--- src/rtl/infrastructure_pkg.sv ---
// Shared types and width helpers for the clock/IDELAYCTRL infrastructure block.
package infrastructure_pkg;

  typedef enum logic [1:0] {
    S_RST  = 2'd0,
    S_WAIT = 2'd1,
    S_OK   = 2'd2,
    S_FAIL = 2'd3
  } state_t;

  localparam int DEF_WIN_BITS    = 10;
  localparam int DEF_RDY_TIMEOUT = 4096;
  localparam int RETRY_W         = 2;

  // Bits needed for a counter that runs 0..n-1 (never narrower than 1).
  function automatic int cnt_w(input int n);
    return (n <= 2) ? 1 : $clog2(n);
  endfunction

endpackage

--- src/rtl/infrastructure_ctrl_clk_edge_counter.sv ---
// One monitored clock: synchronise its divide-by-2 tick, detect either
// transition and count transitions per window, saturating at all-ones.
module clk_edge_counter
  import infrastructure_pkg::*;
#(
  parameter int WIN_BITS = DEF_WIN_BITS
) (
  input  logic                clk,
  input  logic                rst,
  input  logic                tick,
  input  logic                clr,
  output logic [WIN_BITS-1:0] count
);

  logic tick_p0, tick_p1, tick_p2;
  logic chg_p2;

  // Two synchroniser flops, then a third flop kept only for edge detection
  always_ff @(posedge clk) begin
    if (rst) begin
      tick_p0 <= 1'b0;
      tick_p1 <= 1'b0;
      tick_p2 <= 1'b0;
    end else begin
      tick_p0 <= tick;
      tick_p1 <= tick_p0;
      tick_p2 <= tick_p1;
    end
  end

  assign chg_p2 = tick_p1 ^ tick_p2;

  // Saturating edge count; a change seen on the clearing cycle starts the new window at 1
  always_ff @(posedge clk) begin
    if (rst) begin
      count <= '0;
    end else if (clr) begin
      count <= WIN_BITS'(chg_p2);
    end else if (chg_p2 && !(&count)) begin
      count <= count + WIN_BITS'(1);
    end
  end

endmodule

--- src/rtl/infrastructure_ctrl.sv ---
// Board infrastructure controller: sequences the IDELAYCTRL reset with
// timeout/retry, measures auxiliary clocks against sys_clk and holds the
// downstream reset until the delay controller and required clocks are good.
module infrastructure_ctrl
  import infrastructure_pkg::*;
#(
  parameter int NUM_CLK     = 2,
  parameter int WIN_BITS    = DEF_WIN_BITS,
  parameter int MIN_EDGES   = 64,
  parameter int RST_CYCLES  = 16,
  parameter int RDY_TIMEOUT = DEF_RDY_TIMEOUT,
  parameter int MAX_RETRY   = 3
) (
  input  logic                        sys_clk,
  input  logic                        sys_rst,
  input  logic [NUM_CLK-1:0]          clk_tick,
  input  logic [NUM_CLK-1:0]          clk_req_mask,
  input  logic                        rearm,
  input  logic                        idelay_rdy,
  output logic                        idelay_rst,
  output logic                        dly_ok,
  output logic                        dly_fail,
  output logic [RETRY_W-1:0]          retry_cnt,
  output logic [NUM_CLK*WIN_BITS-1:0] clk_count,
  output logic [NUM_CLK-1:0]          clk_alive,
  output logic                        count_valid,
  output logic                        infra_rst
);

  localparam int TO_W = cnt_w(RDY_TIMEOUT);
  localparam int PL_W = cnt_w(RST_CYCLES);

  state_t                      state, state_nxt;
  logic [PL_W-1:0]             pulse_cnt, pulse_nxt;
  logic [TO_W-1:0]             to_cnt, to_nxt;
  logic [RETRY_W-1:0]          retry_nxt;
  logic                        rdy_p0, rdy_p1;
  logic [WIN_BITS-1:0]         win_cnt;
  logic                        win_end;
  logic [NUM_CLK*WIN_BITS-1:0] edge_cnt;
  logic [NUM_CLK-1:0]          alive_nxt;
  logic                        seen_valid;
  logic                        clk_ok;
  logic                        retry_left;

  for (genvar i = 0; i < NUM_CLK; i++) begin : g_clk
    clk_edge_counter #(.WIN_BITS(WIN_BITS)) u_cnt (
      .clk   (sys_clk),
      .rst   (sys_rst),
      .tick  (clk_tick[i]),
      .clr   (win_end),
      .count (edge_cnt[i*WIN_BITS +: WIN_BITS])
    );
  end

  // Two-flop synchroniser for the asynchronous IDELAYCTRL ready flag
  always_ff @(posedge sys_clk) begin
    if (sys_rst) begin
      rdy_p0 <= 1'b0;
      rdy_p1 <= 1'b0;
    end else begin
      rdy_p0 <= idelay_rdy;
      rdy_p1 <= rdy_p0;
    end
  end

  assign win_end = &win_cnt;

  // Alive decision for each clock from the count about to be latched
  always_comb begin
    alive_nxt = '0;
    for (int i = 0; i < NUM_CLK; i++) begin
      alive_nxt[i] = edge_cnt[i*WIN_BITS +: WIN_BITS] >= WIN_BITS'(MIN_EDGES);
    end
  end

  // Free-running gate window; latch the counts on its terminal cycle
  always_ff @(posedge sys_clk) begin
    if (sys_rst) begin
      win_cnt     <= '0;
      clk_count   <= '0;
      clk_alive   <= '0;
      count_valid <= 1'b0;
      seen_valid  <= 1'b0;
    end else begin
      win_cnt     <= win_cnt + WIN_BITS'(1);
      count_valid <= win_end;
      if (count_valid) seen_valid <= 1'b1;
      if (win_end) begin
        clk_count <= edge_cnt;
        clk_alive <= alive_nxt;
      end
    end
  end

  assign retry_left = retry_cnt < RETRY_W'(MAX_RETRY);

  // Delay-controller sequencer: next state, pulse/timeout counters and retries
  always_comb begin
    state_nxt = state;
    pulse_nxt = pulse_cnt;
    to_nxt    = to_cnt;
    retry_nxt = retry_cnt;
    case (state)
      S_RST: begin
        to_nxt = '0;
        if (pulse_cnt == PL_W'(RST_CYCLES - 1)) begin
          state_nxt = S_WAIT;
          pulse_nxt = '0;
        end else begin
          pulse_nxt = pulse_cnt + PL_W'(1);
        end
      end
      S_WAIT: begin
        if (rdy_p1) begin
          state_nxt = S_OK;
          to_nxt    = '0;
        end else if (to_cnt == TO_W'(RDY_TIMEOUT - 1)) begin
          to_nxt = '0;
          if (retry_left) begin
            retry_nxt = retry_cnt + RETRY_W'(1);
            state_nxt = S_RST;
          end else begin
            state_nxt = S_FAIL;
          end
        end else begin
          to_nxt = to_cnt + TO_W'(1);
        end
      end
      S_OK: begin
        if (!rdy_p1) begin
          if (retry_left) begin
            retry_nxt = retry_cnt + RETRY_W'(1);
            state_nxt = S_RST;
          end else begin
            state_nxt = S_FAIL;
          end
        end
      end
      S_FAIL: begin
        state_nxt = S_FAIL;
      end
      default: begin
        state_nxt = S_RST;
        pulse_nxt = '0;
      end
    endcase
    if (rearm) begin
      state_nxt = S_RST;
      pulse_nxt = '0;
      to_nxt    = '0;
      retry_nxt = '0;
    end
  end

  // Sequencer state register
  always_ff @(posedge sys_clk) begin
    if (sys_rst) begin
      state     <= S_RST;
      pulse_cnt <= '0;
      to_cnt    <= '0;
      retry_cnt <= '0;
    end else begin
      state     <= state_nxt;
      pulse_cnt <= pulse_nxt;
      to_cnt    <= to_nxt;
      retry_cnt <= retry_nxt;
    end
  end

  assign idelay_rst = (state == S_RST);
  assign dly_ok     = (state == S_OK) && rdy_p1;
  assign dly_fail   = (state == S_FAIL);
  assign clk_ok     = &(clk_alive | ~clk_req_mask);

  // Downstream reset releases only when delay control, a measurement and required clocks are good
  always_ff @(posedge sys_clk) begin
    if (sys_rst) begin
      infra_rst <= 1'b1;
    end else begin
      infra_rst <= rearm || !(dly_ok && (seen_valid || count_valid) && clk_ok);
    end
  end

endmodule

--- config.mk ---
export PLATFORM = sky130hd
export DESIGN_NAME = infrastructure_ctrl
export DESIGN_NICKNAME = d
export VERILOG_FILES = /design/src/rtl/infrastructure_pkg.sv /design/src/rtl/infrastructure_ctrl_clk_edge_counter.sv /design/src/rtl/infrastructure_ctrl.sv
export SDC_FILE = /design/constraint.sdc
export NUM_CORES = 1
export LEC_CHECK = 0
export CAP_MARGIN = 20
export CORE_MARGIN = 2
export CORE_UTILIZATION = 60
export CTS_CLUSTER_DIAMETER = 100
export DETAILED_ROUTE_END_ITERATION = 6
export GPL_TIMING_DRIVEN = 0
export HOLD_SLACK_MARGIN = 0.03
export PLACE_DENSITY = 0.84
export SYNTH_ARGS = -nofsm -noshare
export SYNTH_HDL_FRONTEND = slang
export SYNTH_SLANG_ARGS = --single-unit
export TNS_END_PERCENT = 1
--- constraint.sdc ---
create_clock -name sys_clk -period 6 [get_ports sys_clk]
set_clock_uncertainty 0.2 [all_clocks]
set_input_delay 0.6 -clock sys_clk [delete_from_list [all_inputs] [get_ports sys_clk]]
set_output_delay 0.6 -clock sys_clk [all_outputs]
set_load 0.05 [all_outputs]
# Yosys cells after proc, flatten, opt, wreduce, memory -nomap -nowiden

Cells that the tools add are included.

Logic and storage cells: 87
Output and inout bits: 29
Register bits after elaboration: 83
Bits of input ports: 8

Order comparisons: 3
Reductions and logical operators: 23
Multiplexer cells: 19
Bitwise operators: 4
Add/sub/neg operators: 6
Equality and inequality tests: 10

Operators with widths:

| cell                                                                                  | count |
|---|---|
| 10-bit by 1-bit adder with 10-bit output (second input constant)                      | 3 |
| 10-bit AND reduction                                                                  | 3 |
| 12-bit 2-to-1 mux                                                                     | 2 |
| 12-bit one-hot mux with 2 select lines                                                | 1 |
| 10-bit by 7-bit greater-or-equal comparator with 1-bit output (second input constant) | 2 |
| 2-bit 2-to-1 mux                                                                      | 9 |
| 12-bit by 1-bit adder with 12-bit output (second input constant)                      | 1 |
| 12-bit == test (second input constant)                                                | 1 |
| 2-bit one-hot mux with 4 select lines                                                 | 1 |
| 2-bit nonzero test                                                                    | 4 |
| 2-bit != test (second input constant)                                                 | 3 |
| 1-bit logical AND                                                                     | 5 |
| 4-bit by 1-bit adder with 4-bit output (second input constant)                        | 1 |
| 2-bit == test (second input constant)                                                 | 2 |
| 4-bit == test (second input constant)                                                 | 1 |
| 1-bit 2-to-1 mux                                                                      | 4 |
| 4-bit 2-to-1 mux                                                                      | 1 |
| 2-bit one-hot mux with 2 select lines                                                 | 1 |
| 4-bit AND reduction                                                                   | 1 |
| 2-bit OR reduction                                                                    | 2 |
| 1-bit logical NOT                                                                     | 3 |
| 3-bit != test (second input constant)                                                 | 1 |
| 3-bit AND reduction                                                                   | 1 |
| 2-bit by 1-bit adder with 2-bit output (second input constant)                        | 1 |
| other kinds (9)                                                                       | 11 |

# Depth between registers and ports, before layout

Depth after elaboration: 6
Gate-level depth with buffers: 7
Mapped depth without buffers: 5

# Hierarchy

A second synthesis with hierarchy kept.

Cells, all modules: 411
Area total of the unflattened synthesis: 3552.2 sq um

By module, submodules not included:

| module              | seq. area each (sq um) | area each (sq um) | instances | cells an instance |
|---|---|---|---|---|
| infrastructure_ctrl | 1141.1                 | 2298.5            | 1         | 273 |
| clk_edge_counter    | 260.2                  | 626.9             | 2         | 69 |

# Worst setup path before layout

Ideal clock, no wire load.

Kind: register to register
From: register retry_cnt[0]
To: register retry_cnt[0]
Cell stages (with the launch flop): 6
Arrival: 1.932 ns
Clock period less this slack: 2.202 ns
Required time: 5.730 ns
Slack: 3.798 ns
Setup time: 0.070 ns
Path buffers: 0
Path through: dfxtp_1 -> ha_1 -> or3b_2 -> or4_1 -> a21o_1 -> a21oi_1

Word-level cells in the longest chain between the ends: 5
Elaborated cells between the ends (all ways): 7
Classes of those cells: add/sub (1); order compare (1); mux (5)

RTL lines:

| item                                                                                | line                                                                              | text |
|---|---|---|
| start: declaration                                                                  | infrastructure_ctrl.sv:23                                                         | `output logic [RETRY_W-1:0] retry_cnt,` |
| start signal: assignment                                                            | infrastructure_ctrl.sv:167                                                        | `retry_cnt <= retry_nxt;` |
| 2-bit by 1-bit adder with 2-bit output / 2-bit < comparator (equally long branches) | infrastructure_ctrl.sv:121, infrastructure_ctrl.sv:133, infrastructure_ctrl.sv:96 |  |
| 2-bit 2-to-1 mux *                                                                  | infrastructure_ctrl.sv:120, infrastructure_ctrl.sv:132                            |  |
| 2-bit 2-to-1 mux                                                                    | infrastructure_ctrl.sv:118                                                        | `end else if (to_cnt == TO_W'(RDY_TIMEOUT - 1)) begin` |
| 2-bit 2-to-1 mux                                                                    | infrastructure_ctrl.sv:115                                                        | `if (rdy_p1) begin` |
| 2-bit one-hot mux with 2 select lines *                                             | infrastructure_ctrl.sv:104                                                        | `case (state)` |

Every way passes the cells marked *; elsewhere a longest branch is shown, timed or not. The select of a mux whose other input is x is not followed.
A chain may end at the register's enable or synchronous reset.

# Worst setup path after layout

From: register state[1]
To: output port dly_fail

Word-level cells in the longest chain between the ends: 1

RTL lines:

| item                     | line                       | text |
|---|---|---|
| start: declaration       | infrastructure_ctrl.sv:33  | `state_t state, state_nxt;` |
| start signal: assignment | infrastructure_ctrl.sv:164 | `state <= state_nxt;` |
| 2-bit == test            | infrastructure_ctrl.sv:173 | `assign dly_fail = (state == S_FAIL);` |
| end: declaration         | infrastructure_ctrl.sv:22  | `output logic dly_fail,` |

No other way between the ends.

==> impl_metrics.json <==
{
  "synth_largest_area_cell": "dfxtp_1",
  "path_cells": "clkbuf_1 > clkbuf_1 > and2_1 > clkdlybuf4s50_1",
  "ir_worst_vdd_mv": 0.1550,
  "wl_per_cell_um": 14.62,
  "cp.required_ns": 5.20,
  "clk_pin_slew_ns": 0.08,
  "num_rows": 27,
  "period_share_pct": 54.42,
  "final_common_cell": "dfxtp_1",
  "slew_violations": 0,
  "finalSetupTns_ns": 0,
  "cts_setup_buffers": 0,
  "max_slew_margin_pct": 48.44,
  "gp_congestion": 0.8801,
  "grt_pass1_wl_um": 11950,
  "outcome": "finished, final reports clean",
  "critPathArrivalTime_ns": 2.47,
  "grt_max_degree": 14,
  "setup_viol": 0,
  "hpwl_um": 4918,
  "crit_top_cell": "clkbuf_1",
  "totalWireLength_um": 7047,
  "rsz0062_at_grt": "false",
  "synth-seq-cells": 83,
  "ios": 37,
  "worstMarginPinSlew_ns": 0.7734,
  "clock_latency_ns": 0.35,
  "gr-usage-all-layers_pct": 23.94,
  "root_buffer": "clkbuf_8",
  "die-area_um2": 6370,
  "num-nets-final": 422,
  "critPathLaunchType": "register",
  "drc": 0,
  "coreArea_um2": 5540,
  "cts_tree": "yes",
  "endpoint_kind": "output port",
  "drive_gt1_share_pct": 6.341,
  "cts_sinks": 83,
  "hp-class": "register to register",
  "final_cell_mix": "dfxtp_1, clkdlybuf4s50_1, nor2_1",
  "maxCapViolCount": 0,
  "areaGrowthSynthToFinish_pct": 19.05,
  "synthTopCellsByArea": "dfxtp_1, a22o_1, nor2_1",
  "die_height_um": 79.81,
  "max_clock_freq_mhz": 306.3,
  "dpl_cell_area_um2": 3899,
  "netlist.area_leader.share_pct": 48.19,
  "p_leak_nw": 1.493,
  "synth_enable_flop_cells": 0,
  "fin_area_um2": 4105,
  "slowest_delay_ns": 0.79,
  "antenna_cells": 0,
  "hold_viol": 0,
  "antenna_found_initial": 0,
  "numCtsBuffers": 9,
  "synth_cells": 359,
  "grt_overflow": 0,
  "start_util_pct": 62.24,
  "path_class": "register to output port",
  "dr.pass1.iters": 4,
  "cts_resized": 0,
  "fillerInstances": 400,
  "async_flop_share_pct": 0,
  "synth_area_um2": 3448,
  "ant_nets": 0,
  "yosysWarnings": 0,
  "io_buffers": 36,
  "cts_buffer_depth": 2,
  "synth-main-ff-cell": "dfxtp_1",
  "vias": 2842,
  "vias_per_cell": 5.896,
  "min_period_ns": 3.265,
  "dr.first_iter.drc_count": 191,
  "critPathSlowestCell": "clkdlybuf4s50_1",
  "die_w_um": 79.81,
  "power_density_nw_per_um2": 247.6,
  "hold_buffers": 0,
  "ctsHtreeMaxLevel": 3,
  "synth_cell_types": 49,
  "synth-seq-area-share_pct": 48.19,
  "cp_max_fo": 10,
  "syn_nets": 375,
  "grt_pass1_vias": 2644,
  "avgSynthCellArea_um2": 9.605
}
[layout make-up]
class                      instances  area (um2)  share of cell area [%]
inverter                          11       41.29                   1.006
clock inverter                     5       78.83                   1.920
buffer                            13       65.06                   1.585
clock buffer                      10       127.6                   3.109
timing repair buffer              36       360.3                   8.778
sequential                        83        1662                   40.48
tap                               72       90.09                   2.194
multi-input combinational        252        1680                   40.93
[critical path: cells and delay by family (launching register included)]
family	cells	cell delay, ns
buf+inv	3	1.51
simple gates	1	0.20
flops	1	0.40
[Yosys cell counts, drive strengths merged, types with 8 or more instances]
| cell type | number |
|---|---|
| a21oi | 20 |
| a22o | 24 |
| and3 | 9 |
| clkbuf | 9 |
| dfxtp | 83 |
| ha | 8 |
| inv | 11 |
| nand2 | 13 |
| nand3 | 16 |
| nand4 | 8 |
| nor2 | 33 |
| nor2b | 12 |
| o21ai | 12 |
| or3 | 9 |
| or4 | 8 |
| xnor2 | 8 |
| xor2 | 15 |
[state kept, by name, indices dropped and copies added (netlist names)]
signal	flops
clk_count	20
g_clk.u_cnt.count	20
to_cnt	12
win_cnt	10
pulse_cnt	4
clk_alive	2
g_clk.u_cnt.tick_p0	2
g_clk.u_cnt.tick_p1	2
g_clk.u_cnt.tick_p2	2
retry_cnt	2
state	2
count_valid	1
infra_rst	1
rdy_p0	1
rdy_p1	1
seen_valid	1
[where the power goes]
group,internal (mW),switching [mW]
Combinational,0.0149,0.0189
Sequential,0.557,0.00626
Clock,0.231,0.188
Total,0.803,0.214
[final timing paths]
check	from	end	slack [ns]	depth (start not counted)
min	g_clk[0].u_cnt.tick_p0	g_clk[0].u_cnt.tick_p1	0.24	1
min reg2reg	g_clk[0].u_cnt.tick_p0	g_clk[0].u_cnt.tick_p1	0.24	1
max reg2reg	win_cnt[0]	g_clk[0].u_cnt.count[2]	3.66	6
max	state[1]	dly_fail	2.73	4
[stage by stage]
step                      hold WS, ns  worst slack [ns]  utilization [%]  total power, mW  std cells
after global routing           0.2588             2.577            74.10            1.047        482
after global placement         0.2211             3.107            70.37           0.6073        467
after CTS                      0.2526             2.751            74.10            1.024        482
final                          0.2429             2.735            74.10            1.017        482
after detailed placement       0.2331             3.027            70.37           0.6092        467
after floorplan                0.2132             3.798                -           0.5958        359
[routing by layer]
metal  track usage (%)  part of all wire (%)  vias up
li1                  -                     -     1412
met2             40.00                    48       85
met4             10.68                   1.8        0
met5                 0                     0        -
met1             29.96                    46     1330
met3             4.638                   4.2       15
[kinds of logic (layout without fill, tap and decap cells)]
family | after synthesis | count (layout) | synth area share [%]
fa+ha+maj | 8 | 8 | 2.903
buf+inv | 24 | 75 | 3.084
mux | 4 | 4 | 1.161
simple gates | 135 | 135 | 21.70
compound gates | 82 | 82 | 16.91
xor+xnor | 23 | 23 | 6.060
flops | 83 | 83 | 48.19
No activity file was read; power rests on OpenSTA's default activity.
==> RTL change: new RTL, same flow settings <==
Register the output `retry_cnt` once more, with the module's reset; this adds one clock of latency there. The other outputs are not delayed to match.
--- a/src/rtl/infrastructure_ctrl.sv
+++ b/src/rtl/infrastructure_ctrl.sv
@@ -29,6 +29,8 @@
 
   localparam int TO_W = cnt_w(RDY_TIMEOUT);
   localparam int PL_W = cnt_w(RST_CYCLES);
+
+  logic [RETRY_W-1:0] retry_cnt_s0;
 
   state_t                      state, state_nxt;
   logic [PL_W-1:0]             pulse_cnt, pulse_nxt;
@@ -93,14 +95,14 @@
     end
   end
 
-  assign retry_left = retry_cnt < RETRY_W'(MAX_RETRY);
+  assign retry_left = retry_cnt_s0 < RETRY_W'(MAX_RETRY);
 
   // Delay-controller sequencer: next state, pulse/timeout counters and retries
   always_comb begin
     state_nxt = state;
     pulse_nxt = pulse_cnt;
     to_nxt    = to_cnt;
-    retry_nxt = retry_cnt;
+    retry_nxt = retry_cnt_s0;
     case (state)
       S_RST: begin
         to_nxt = '0;
@@ -118,7 +120,7 @@
         end else if (to_cnt == TO_W'(RDY_TIMEOUT - 1)) begin
           to_nxt = '0;
           if (retry_left) begin
-            retry_nxt = retry_cnt + RETRY_W'(1);
+            retry_nxt = retry_cnt_s0 + RETRY_W'(1);
             state_nxt = S_RST;
           end else begin
             state_nxt = S_FAIL;
@@ -130,7 +132,7 @@
       S_OK: begin
         if (!rdy_p1) begin
           if (retry_left) begin
-            retry_nxt = retry_cnt + RETRY_W'(1);
+            retry_nxt = retry_cnt_s0 + RETRY_W'(1);
             state_nxt = S_RST;
           end else begin
             state_nxt = S_FAIL;
@@ -159,12 +161,12 @@
       state     <= S_RST;
       pulse_cnt <= '0;
       to_cnt    <= '0;
-      retry_cnt <= '0;
+      retry_cnt_s0 <= '0;
     end else begin
       state     <= state_nxt;
       pulse_cnt <= pulse_nxt;
       to_cnt    <= to_nxt;
-      retry_cnt <= retry_nxt;
+      retry_cnt_s0 <= retry_nxt;
     end
   end
 
@@ -182,5 +184,13 @@
     end
   end
 
+  always_ff @(posedge sys_clk) begin
+    if (sys_rst) begin
+      retry_cnt <= '0;
+    end else begin
+      retry_cnt <= retry_cnt_s0;
+    end
+  end
+
 endmodule
 
Function: same outputs for any inputs over 10 cycles, from zero or initial values and one cycle with sys_rst high; that may be too few to reach the edited logic, so the function may still have changed.
==> RTL change against the original RTL <==
Routed wire length is 2.2% higher; cell area grew 2.4%; power down 2.0%; worst setup slack better by 130 ps; cell count up 1.0%; area after synthesis is 3.5% higher; via count up 1.7%; sequential cell count grew 2; sequential share of layout area hardly changed.
==> RTL change: results (changes against the original RTL) <==
metric,value,unit,change
status,"complete, no violations",,
Switching Power,0.000221,W,+3.4%
Hold WC Path Type,flop to flop,,
cts repair resizes,0,,unchanged
average wire per cell in the routed design,14.8,um,+1.2%
Yosys warnings,0,,unchanged
Port-buffer cells,35,,-2.8%
metal3 WL,257,um,-12%
reg2reg setup slack,3880,ps,+220 ps
share of post-route cells with drive strength above 1,0.0874,,+0.0240
Slew @ Worst Pin,568,ps,-206 ps
post-layout util,0.719,,-0.0224
Post-DP Area,4010,um2,+3.0%
Tot Pwr,0.000996,W,-2.0%
Signal buffers,49,,unchanged
Placed Cells,471,,+0.86%
Logic pwr share,0.035,,+0.002
FILL cells,443,,+11%
Unique masters post-synth,58,,+18%
Post-CTS Setup Inserts,0,,unchanged
sequential cell area share,0.405,,about the same
"Avg Cell Area, Syn",9.89,um2,+2.9%
P_leak,1.54,nW,+3.1%
WL met2,3.44,mm,+2.8%
vias per inst,5.93,,+0.64%
maximum VDD drop,171,uV,+11%
clock network fraction of design power,0.387,,-0.026
Placement Setup Slack,3260,ps,+235 ps
initial antenna violation count,0,,unchanged
vias in the first global route,2641,,-0.11%
1st-pass router iterations,4,,unchanged
"top cells by area, synth","dfxtp_1 (48%), a22o_1 (5.9%), xor2_1 (3.7%)",,
first-pass GRT wire length,11.6,mm,-2.9%
fin nets,423,,+0.24%
"FF+latch count, synth",85,,+2.4%
Routed WL,7.20,mm,+2.2%
Layout clock area frac,0.0452,,-0.00505
multi-input combinational area share,0.414,,+0.00466
CLK BUF,9,,-1
HPWL Detailed,5.04,mm,+2.4%
Final Worst Setup Slack,2870,ps,+134 ps
Total GRT Usage,0.228,,-0.0114
Hold Slack,240,ps,-2.88 ps
Post-Route M1 WL,3.37,mm,+2.9%
register area share after synthesis,0.477,,-0.00517
signal buffers share of area,0.103,,-0.000651
"slowest stage delay, CP",820,ps,+30 ps
largest net degree at the start of global routing,15,,+1
post-synth net total,377,,+0.53%
Inverters,12,,+1
die extent in x,81.1,um,+1.7%
multi-input gates,250,,-0.79%
CTS root buf,clkbuf_8,,
initial drt markers,200,,+4.7%
Commonest cells post-synth,"dfxtp_1 (85), nor2_1 (32), a22o_1 (24), a21oi_1 (16), xor2_1 (15)",,
max-slew violations,0,,unchanged
Crit-path slowest cell,clkdlybuf4s50_1,,
data arrival time of the critical path,2330,ps,-140 ps
GPL Wtd Cong,0.855,,-2.9%
CP Max Fanout,10,,unchanged
[RTL change: cell types whose count changed after synthesis, sizes merged, moves of 3 or more]
cell / delta
clkbuf: -6
buf: +7
a21oi: -3
o41ai: +3
[RTL change: worst paths after layout]
check,startpoint,endpoint,cells past startpoint
max,state[1],dly_ok,4
min,rdy_p0,rdy_p1,1
max reg2reg,win_cnt[0],g_clk[0].u_cnt.count[9],6
min reg2reg,rdy_p0,rdy_p1,1
[RTL change: cells by family after synthesis]
family                   after synthesis  synth area share
buffers and inverters                 26            0.0357
XOR/XNOR                              26            0.0659
adder cells (fa/ha/maj)                8            0.0280
AO/OA/AOI/OAI                         81             0.178
flip-flops                            85             0.477
AND/OR/NAND/NOR                      131             0.204
multiplexers                           4            0.0112
[RTL change: metal layers]
layer,GRT usage,up-vias
met5,0,-
met4,0.105,0
met3,0.0433,13
met2,0.388,61
met1,0.278,1399
li1,-,1417
